[src/rtl/fp_addsub_arbiter_if.sv]
// fp_addsub_arbiter_if: requester-side and unit-side signals of the shared FP add/sub arbiter
interface fp_addsub_arbiter_if #(
    parameter int NREQ = 4
);
    logic [NREQ-1:0]      req;
    logic [NREQ-1:0]      req_mode;
    logic [32*NREQ-1:0]   req_op1;
    logic [32*NREQ-1:0]   req_op2;
    logic [NREQ-1:0]      gnt;
    logic [NREQ-1:0]      rsp_valid;
    logic [31:0]          rsp_result;
    logic                 rsp_overflow;
    logic                 rsp_error;
    logic                 busy;
    logic                 fu_start;
    logic                 fu_mode;
    logic [31:0]          fu_op1;
    logic [31:0]          fu_op2;
    logic [31:0]          fu_result;
    logic                 fu_done;
    logic                 fu_overflow;
    modport slave (
        input  req, req_mode, req_op1, req_op2, fu_result, fu_done, fu_overflow,
        output gnt, rsp_valid, rsp_result, rsp_overflow, rsp_error, busy,
               fu_start, fu_mode, fu_op1, fu_op2
    );
    modport master (
        output req, req_mode, req_op1, req_op2, fu_result, fu_done, fu_overflow,
        input  gnt, rsp_valid, rsp_result, rsp_overflow, rsp_error, busy,
               fu_start, fu_mode, fu_op1, fu_op2
    );
endinterface

[src/rtl/fp_addsub_arbiter.sv]
// fp_addsub_arbiter: round-robin sharing of one FP add/sub unit; FP_ARB_TIMEOUT_EN adds a WAIT watchdog
module fp_addsub_arbiter #(
    parameter int NREQ           = 4,
    parameter int TIMEOUT_CYCLES = 16
) (
    input  logic               clk,
    input  logic               rst,
    fp_addsub_arbiter_if.slave bus
);
    localparam int IW = $clog2(NREQ);
    typedef enum logic [1:0] {IDLE, ISSUE, WAIT, RESP} state_t;
    state_t        r_state, w_next;
    logic [IW-1:0] r_ptr, r_owner, w_winner;
    logic          w_found, w_timeout, w_capture;
    logic          r_mode, r_ovf;
    logic [31:0]   r_op1, r_op2, r_result;
    if (NREQ < 2 || NREQ > 8 || TIMEOUT_CYCLES < 1) begin : g_bad_cfg
        $error("fp_addsub_arbiter: illegal parameter values");
    end
    // Scan from farthest to nearest so the first set bit after ptr wins.
    always_comb begin
        w_found  = 1'b0;
        w_winner = '0;
        for (int k = NREQ; k >= 1; k--) begin
            if (bus.req[IW'((int'(r_ptr) + k) % NREQ)]) begin
                w_found  = 1'b1;
                w_winner = IW'((int'(r_ptr) + k) % NREQ);
            end
        end
    end
    assign w_capture = (r_state == WAIT) && (bus.fu_done || w_timeout);
    always_comb begin
        w_next = (r_state == IDLE)  ? (w_found ? ISSUE : IDLE) :
                 (r_state == ISSUE) ? WAIT :
                 (r_state == WAIT)  ? (w_capture ? RESP : WAIT) : IDLE;
    end
    always_ff @(posedge clk) begin
        if (rst) begin
            r_state  <= IDLE;
            r_ptr    <= IW'(NREQ - 1);
            r_owner  <= '0;
            r_mode   <= 1'b0;
            r_op1    <= '0;
            r_op2    <= '0;
            r_result <= '0;
            r_ovf    <= 1'b0;
        end else begin
            r_state <= w_next;
            if (r_state == IDLE && w_found) begin
                r_owner <= w_winner;
                r_mode  <= bus.req_mode[w_winner];
                r_op1   <= bus.req_op1[32*int'(w_winner) +: 32];
                r_op2   <= bus.req_op2[32*int'(w_winner) +: 32];
            end
            if (w_capture) begin
                r_result <= bus.fu_done ? bus.fu_result : 32'h7FC0_0000;
                r_ovf    <= bus.fu_done & bus.fu_overflow;
            end
            if (r_state == RESP) r_ptr <= r_owner;
        end
    end
`ifdef FP_ARB_TIMEOUT_EN
    localparam int TW = $clog2(TIMEOUT_CYCLES + 1);
    logic [TW-1:0] r_cnt;
    logic          r_err;
    assign w_timeout = (r_cnt == TW'(TIMEOUT_CYCLES - 1));
    always_ff @(posedge clk) begin
        if (rst) begin
            r_cnt <= '0;
            r_err <= 1'b0;
        end else begin
            r_cnt <= (r_state == WAIT) ? r_cnt + TW'(1) : '0;
            if (w_capture) r_err <= ~bus.fu_done;
        end
    end
    assign bus.rsp_error = r_err;
`else
    assign w_timeout     = 1'b0;
    assign bus.rsp_error = 1'b0;
`endif
    assign bus.gnt          = (r_state == IDLE && w_found && !rst) ? NREQ'(1) << w_winner : '0;
    assign bus.rsp_valid    = (r_state == RESP && !rst) ? NREQ'(1) << r_owner : '0;
    assign bus.fu_start     = (r_state == ISSUE) && !rst;
    assign bus.busy         = (r_state != IDLE);
    assign bus.fu_mode      = r_mode;
    assign bus.fu_op1       = r_op1;
    assign bus.fu_op2       = r_op2;
    assign bus.rsp_result   = r_result;
    assign bus.rsp_overflow = r_ovf;
endmodule

[src/flat_wrapper.sv]
// flat-port wrapper written by rule: the top's interface ports become plain ports
module fp_addsub_arbiter_flat 
#(
    parameter int NREQ           = 4,
    parameter int TIMEOUT_CYCLES = 16
)
  (clk, rst, bus_req, bus_req_mode, bus_req_op1, bus_req_op2, bus_fu_result, bus_fu_done, bus_fu_overflow, bus_gnt, bus_rsp_valid, bus_rsp_result, bus_rsp_overflow, bus_rsp_error, bus_busy, bus_fu_start, bus_fu_mode, bus_fu_op1, bus_fu_op2);
  fp_addsub_arbiter_if #(.NREQ(NREQ)) bus_i ();
  input  logic clk;
  input  logic rst;
  input wire logic [$bits(bus_i.req)-1:0] bus_req;
  input wire logic [$bits(bus_i.req_mode)-1:0] bus_req_mode;
  input wire logic [$bits(bus_i.req_op1)-1:0] bus_req_op1;
  input wire logic [$bits(bus_i.req_op2)-1:0] bus_req_op2;
  input wire logic [$bits(bus_i.fu_result)-1:0] bus_fu_result;
  input wire logic [$bits(bus_i.fu_done)-1:0] bus_fu_done;
  input wire logic [$bits(bus_i.fu_overflow)-1:0] bus_fu_overflow;
  output wire logic [$bits(bus_i.gnt)-1:0] bus_gnt;
  output wire logic [$bits(bus_i.rsp_valid)-1:0] bus_rsp_valid;
  output wire logic [$bits(bus_i.rsp_result)-1:0] bus_rsp_result;
  output wire logic [$bits(bus_i.rsp_overflow)-1:0] bus_rsp_overflow;
  output wire logic [$bits(bus_i.rsp_error)-1:0] bus_rsp_error;
  output wire logic [$bits(bus_i.busy)-1:0] bus_busy;
  output wire logic [$bits(bus_i.fu_start)-1:0] bus_fu_start;
  output wire logic [$bits(bus_i.fu_mode)-1:0] bus_fu_mode;
  output wire logic [$bits(bus_i.fu_op1)-1:0] bus_fu_op1;
  output wire logic [$bits(bus_i.fu_op2)-1:0] bus_fu_op2;
  assign bus_i.req = bus_req;
  assign bus_i.req_mode = bus_req_mode;
  assign bus_i.req_op1 = bus_req_op1;
  assign bus_i.req_op2 = bus_req_op2;
  assign bus_i.fu_result = bus_fu_result;
  assign bus_i.fu_done = bus_fu_done;
  assign bus_i.fu_overflow = bus_fu_overflow;
  assign bus_gnt = bus_i.gnt;
  assign bus_rsp_valid = bus_i.rsp_valid;
  assign bus_rsp_result = bus_i.rsp_result;
  assign bus_rsp_overflow = bus_i.rsp_overflow;
  assign bus_rsp_error = bus_i.rsp_error;
  assign bus_busy = bus_i.busy;
  assign bus_fu_start = bus_i.fu_start;
  assign bus_fu_mode = bus_i.fu_mode;
  assign bus_fu_op1 = bus_i.fu_op1;
  assign bus_fu_op2 = bus_i.fu_op2;
  fp_addsub_arbiter #(.NREQ(NREQ), .TIMEOUT_CYCLES(TIMEOUT_CYCLES)) u_core (.clk(clk), .rst(rst), .bus(bus_i));
endmodule
[config.mk]
export PLATFORM = sky130hd
export DESIGN_NAME = fp_addsub_arbiter_flat
export DESIGN_NICKNAME = d
export VERILOG_FILES = /design/src/rtl/fp_addsub_arbiter_if.sv /design/src/rtl/fp_addsub_arbiter.sv /design/src/flat_wrapper.sv
export SDC_FILE = /design/constraint.sdc
export NUM_CORES = 1
export LEC_CHECK = 0
export ABC_CLOCK_PERIOD_IN_PS = 1900
export BUFFER_PORTS_ARGS = -buffer_cell sky130_fd_sc_hd__buf_2
export CAP_MARGIN = 20
export CORE_AREA = 2 2 160 162
export CTS_CLUSTER_SIZE = 24
export DETAILED_ROUTE_END_ITERATION = 10
export DIE_AREA = 0 0 162 164
export GPL_TIMING_DRIVEN = 0
export SYNTH_ARGS = -nofsm -noshare
export SYNTH_HDL_FRONTEND = slang
export SYNTH_SLANG_ARGS = --single-unit
[constraint.sdc]
create_clock -name clk -period 1.9 [get_ports clk]
set_input_delay 0.285 -clock clk [delete_from_list [all_inputs] [get_ports clk]]
set_output_delay 0.285 -clock clk [all_outputs]
set_load 0.005 [all_outputs]
==> key figures <==
Floorplan
  • Placeable core area: 24,800 um^2
  • Die Y-Extent: 164 um
  • Die area: 26,600 um^2
  • Initial Util: 24.2%
  • Row cnt: 58
  • I/O Pins: 409
  • DIE WIDTH: 162 um

Timing
  • Final period util: 115%
  • Fin worst setup slack: -0.291 ns
  • Fin. max-slew vios: 0
  • Worst-Margin Slew: 0.709 ns
  • Clk_skew: 0.0126 ns
  • Unrepaired setup endpoints after global routing: true
  • Rel. slew slack: 52.7%
  • Final period demand of the worst path: 2.19 ns
  • Final setup fails: 23
  • Final Hold Fails: 0
  • F_max: 0.456 GHz

Global route
  • Grt total ovfl: 0
  • Total GRT Usage: 20.8%
  • Vias in the first global route: 6,863
  • Pin count of the biggest net entering global routing: 20
  • Initial antenna violation count: 3
  • First-pass GRT wire length: 41,200 um

Logic synthesis
  • Complex-gate fraction of the synthesized area: 30.0%
  • Xor/xnor cell area share of the yosys netlist: 0%
  • Synth warnings: 0
  • Flops & latches, synth: 104
  • Mapped Nets: 963
  • Mux share of post-synthesis cell area: 11.0%
  • Sequential fraction of the synthesis area: 34.6%
  • Largest family of logic cells by synthesized area: compound AO/OA/AOI/OAI gates
  • Mapped Cells: 659
  • Synth Cell Area: 6010 um^2
  • Synthesized-area fraction occupied by and/or/nand/nor cells: 16.8%
  • Syn Area/Cell: 9.12 um^2
  • Synth cell types: 36
  • Adder-cell area share of the yosys netlist: 0.832%

Routing
  • Antenna-violating nets left: 0
  • Vias/cell: 4.85
  • DRC: 0
  • WL/cell: 20.3 um
  • Drt initial violations: 498
  • Final WL: 29,000 um
  • Vias: 6,919
  • DRT Pass-1 Iters: 4

Worst setup path
  • CP required: 1.62 ns
  • Crit-path max FO: 5
  • Reg2Reg Depth: 8
  • Setup crit end kind: primary output
  • Arr. time, crit path: 1.91 ns
  • Crit start category: flip-flop
  • Critical path class: reg -> out
  • Worst R2R Setup Slack: -0.07 ns

Clocking
  • CTS clk-pin slew, worst paths: 0.08 ns
  • H-tree levels: 3
  • Clock latency on the worst-skew pair: 0.36 ns
  • Longest Clk Path Bufs: 2
  • CTS tree: built
  • CTS root buf: clkbuf_16
  • Clock sink total: 104
  • Cts hold-fix bufs: 0
  • Cts bufs inserted: 9

Outcome
  • Status: finished, violations left
  • Failing checks: setup timing

Layout
  • Design area: 9440 um^2
  • Layout cells sized above 1: 53.9%
  • Final Util: 38.0%
  • NumNets Final: 1,391
  • P&R area growth vs syn: 56.9%

Place
  • Routability cong.: 0.849
  • Dpl hpwl: 22,500 um
  • Port bufs: 406
  • Placed cell area: 8460 um^2

Run
  • Max-cap viol count: 0

Power and ir drop
  • Lkg Pwr: 4.34 nW
  • Worst IR Drop VDD: 0.000325 V
  • Power density over the cells: 709 nW/um^2

Min path
  • HP Class: in -> reg
  • Hold path depth: 3
-- final timing paths --
| check | from | endpoint |
|---|---|---|
| max | u_core.r_ptr[1] | bus_gnt[1] |
| max reg2reg | u_core.r_ptr[1] | u_core.bus.fu_op1[16] |
| min reg2reg | u_core.bus.rsp_result[3] | u_core.bus.rsp_result[3] |
| min | bus_fu_result[12] | u_core.bus.rsp_result[12] |
-- power breakdown --
group / internal (mW) / switching [mW]
Clock: 0.919 / 0.972
Combinational: 1.06 / 1.21
Sequential: 2.40 / 0.130
Total: 4.38 / 2.31
-- area by class of cell --
| class | count | area [um^2] |
|---|---|---|
| Timing Repair Buffer | 417 | 2120 |
| Tap cell | 330 | 413 |
| Clock buffer | 9 | 225 |
| Fill cell | 2603 | 15400 |
| Buffer | 77 | 569 |
| Inverter | 5 | 18.8 |
| Clock inverter | 7 | 61.3 |
| Sequential cell | 104 | 2090 |
| Antenna cell | 4 | 10.0 |
| Multi-Input combinational cell | 473 | 3930 |
-- layer usage --
| layer | routed length [um] | vias to the layer above | track usage, % | share of wire (%) |
|---|---|---|---|---|
| met3 | 2490 | 27 | 5.66 | 8.6 |
| met4 | 432 | 0 | 5.27 | 1.5 |
| met5 | 0 | - | 0 | 0 |
| met2 | 14000 | 322 | 36.2 | 48 |
| met1 | 12100 | 3215 | 25.6 | 42 |
| li1 | - | 3355 | - | - |
-- worst max-delay path, stage by stage (launching register included) --
cell	delay, ns
dfxtp_4	0.36
or3b_1	0.37
o311a_1	0.13
nand2b_4	0.17
buf_12	0.13
buf_8	0.13
nor3_4	0.12
buf_2	0.14
-- synth_stat cells --
library cell | n | area (um^2)
a211oi_1 | 91 | 683
a211oi_2 | 40 | 500
a21oi_1 | 35 | 175
a21oi_2 | 1 | 8.76
and2_1 | 2 | 12.5
and3_1 | 1 | 6.26
and4_1 | 65 | 569
buf_1 | 1 | 3.75
buf_12 | 1 | 20.0
buf_2 | 11 | 55.1
buf_4 | 8 | 60.1
buf_6 | 2 | 22.5
buf_8 | 2 | 30.0
clkbuf_1 | 52 | 195
conb_1 | 1 | 3.75
dfxtp_1 | 104 | 2080
ha_1 | 4 | 50.1
inv_1 | 5 | 18.8
mux2i_1 | 66 | 661
nand2_1 | 71 | 267
nand2b_1 | 2 | 12.5
nand2b_4 | 1 | 13.8
nand3_2 | 1 | 10.0
nor2_1 | 8 | 30.0
nor2b_1 | 4 | 25.0
nor2b_2 | 1 | 8.76
nor3_1 | 6 | 30.0
nor3b_1 | 1 | 7.51
o211ai_1 | 1 | 7.51
o21ai_0 | 37 | 185
o21ai_1 | 1 | 5.00
o21ai_2 | 2 | 17.5
o21bai_1 | 28 | 210
o311a_1 | 1 | 10.0
or2_2 | 1 | 6.26
or3b_1 | 1 | 8.76
-- registers in the layout, indices dropped and copies added (netlist names) --
signal and cells:
u_core.bus.fu_op1 32, u_core.bus.fu_op2 32, u_core.bus.rsp_result 32, u_core.r_owner 2, u_core.r_ptr 2, u_core.r_state 2
u_core.bus.fu_mode 1, u_core.bus.rsp_overflow 1
-- stage by stage --
stage	instances	setup slack [ns]	hold WS (ns)	TNS, ns	power (mW)
2_1_floorplan	659	0.139	0.421	0	3.55
3_3_place_gp	1395	-0.904	0.439	-41.15	4.49
3_5_place_dp	1395	-0.950	0.443	-42.61	4.50
4_1_cts	1419	-0.307	0.140	-2.43	6.59
5_1_grt	1423	-0.365	0.142	-2.83	7.05
6_report	1426	-0.291	0.158	-1.40	6.69
-- cell families after synthesis --
family          count (synthesis)
flops                         104
compound gates                237
simple gates                  165
other cells                     1
mux                            66
buf+inv                        82
fa+ha+maj                       4
-- layout by cell type, fill, tap and decap left out, types with 3 or more instances in the layout --
cell type,n
buf_4,22
o21ai_0,37
a21oi_1,35
buf_12,4
nor3_1,3
o21bai_1,28
a211oi_4,12
mux2i_2,3
buf_6,11
buf_8,5
dfxtp_1,102
mux2i_1,62
clkbuf_16,9
inv_1,5
nor2_1,8
clkbuf_2,16
diode_2,4
a211oi_2,70
and4_1,65
ha_1,3
clkbuf_1,23
buf_2,411
nand2_1,70
nor2b_1,3
a211oi_1,49
-- timing repair --
| action | 4_1_cts | 5_1_grt |
|---|---|---|
| resized for setup | 76 | 104 |
| setup buffers | 9 | 4 |
| cloned | 0 | 1 |
| endpoints found under the setup margin | 77 | 91 |
| pin swaps | 7 | 9 |
Note: power is estimated with default switching activity, not from simulation.
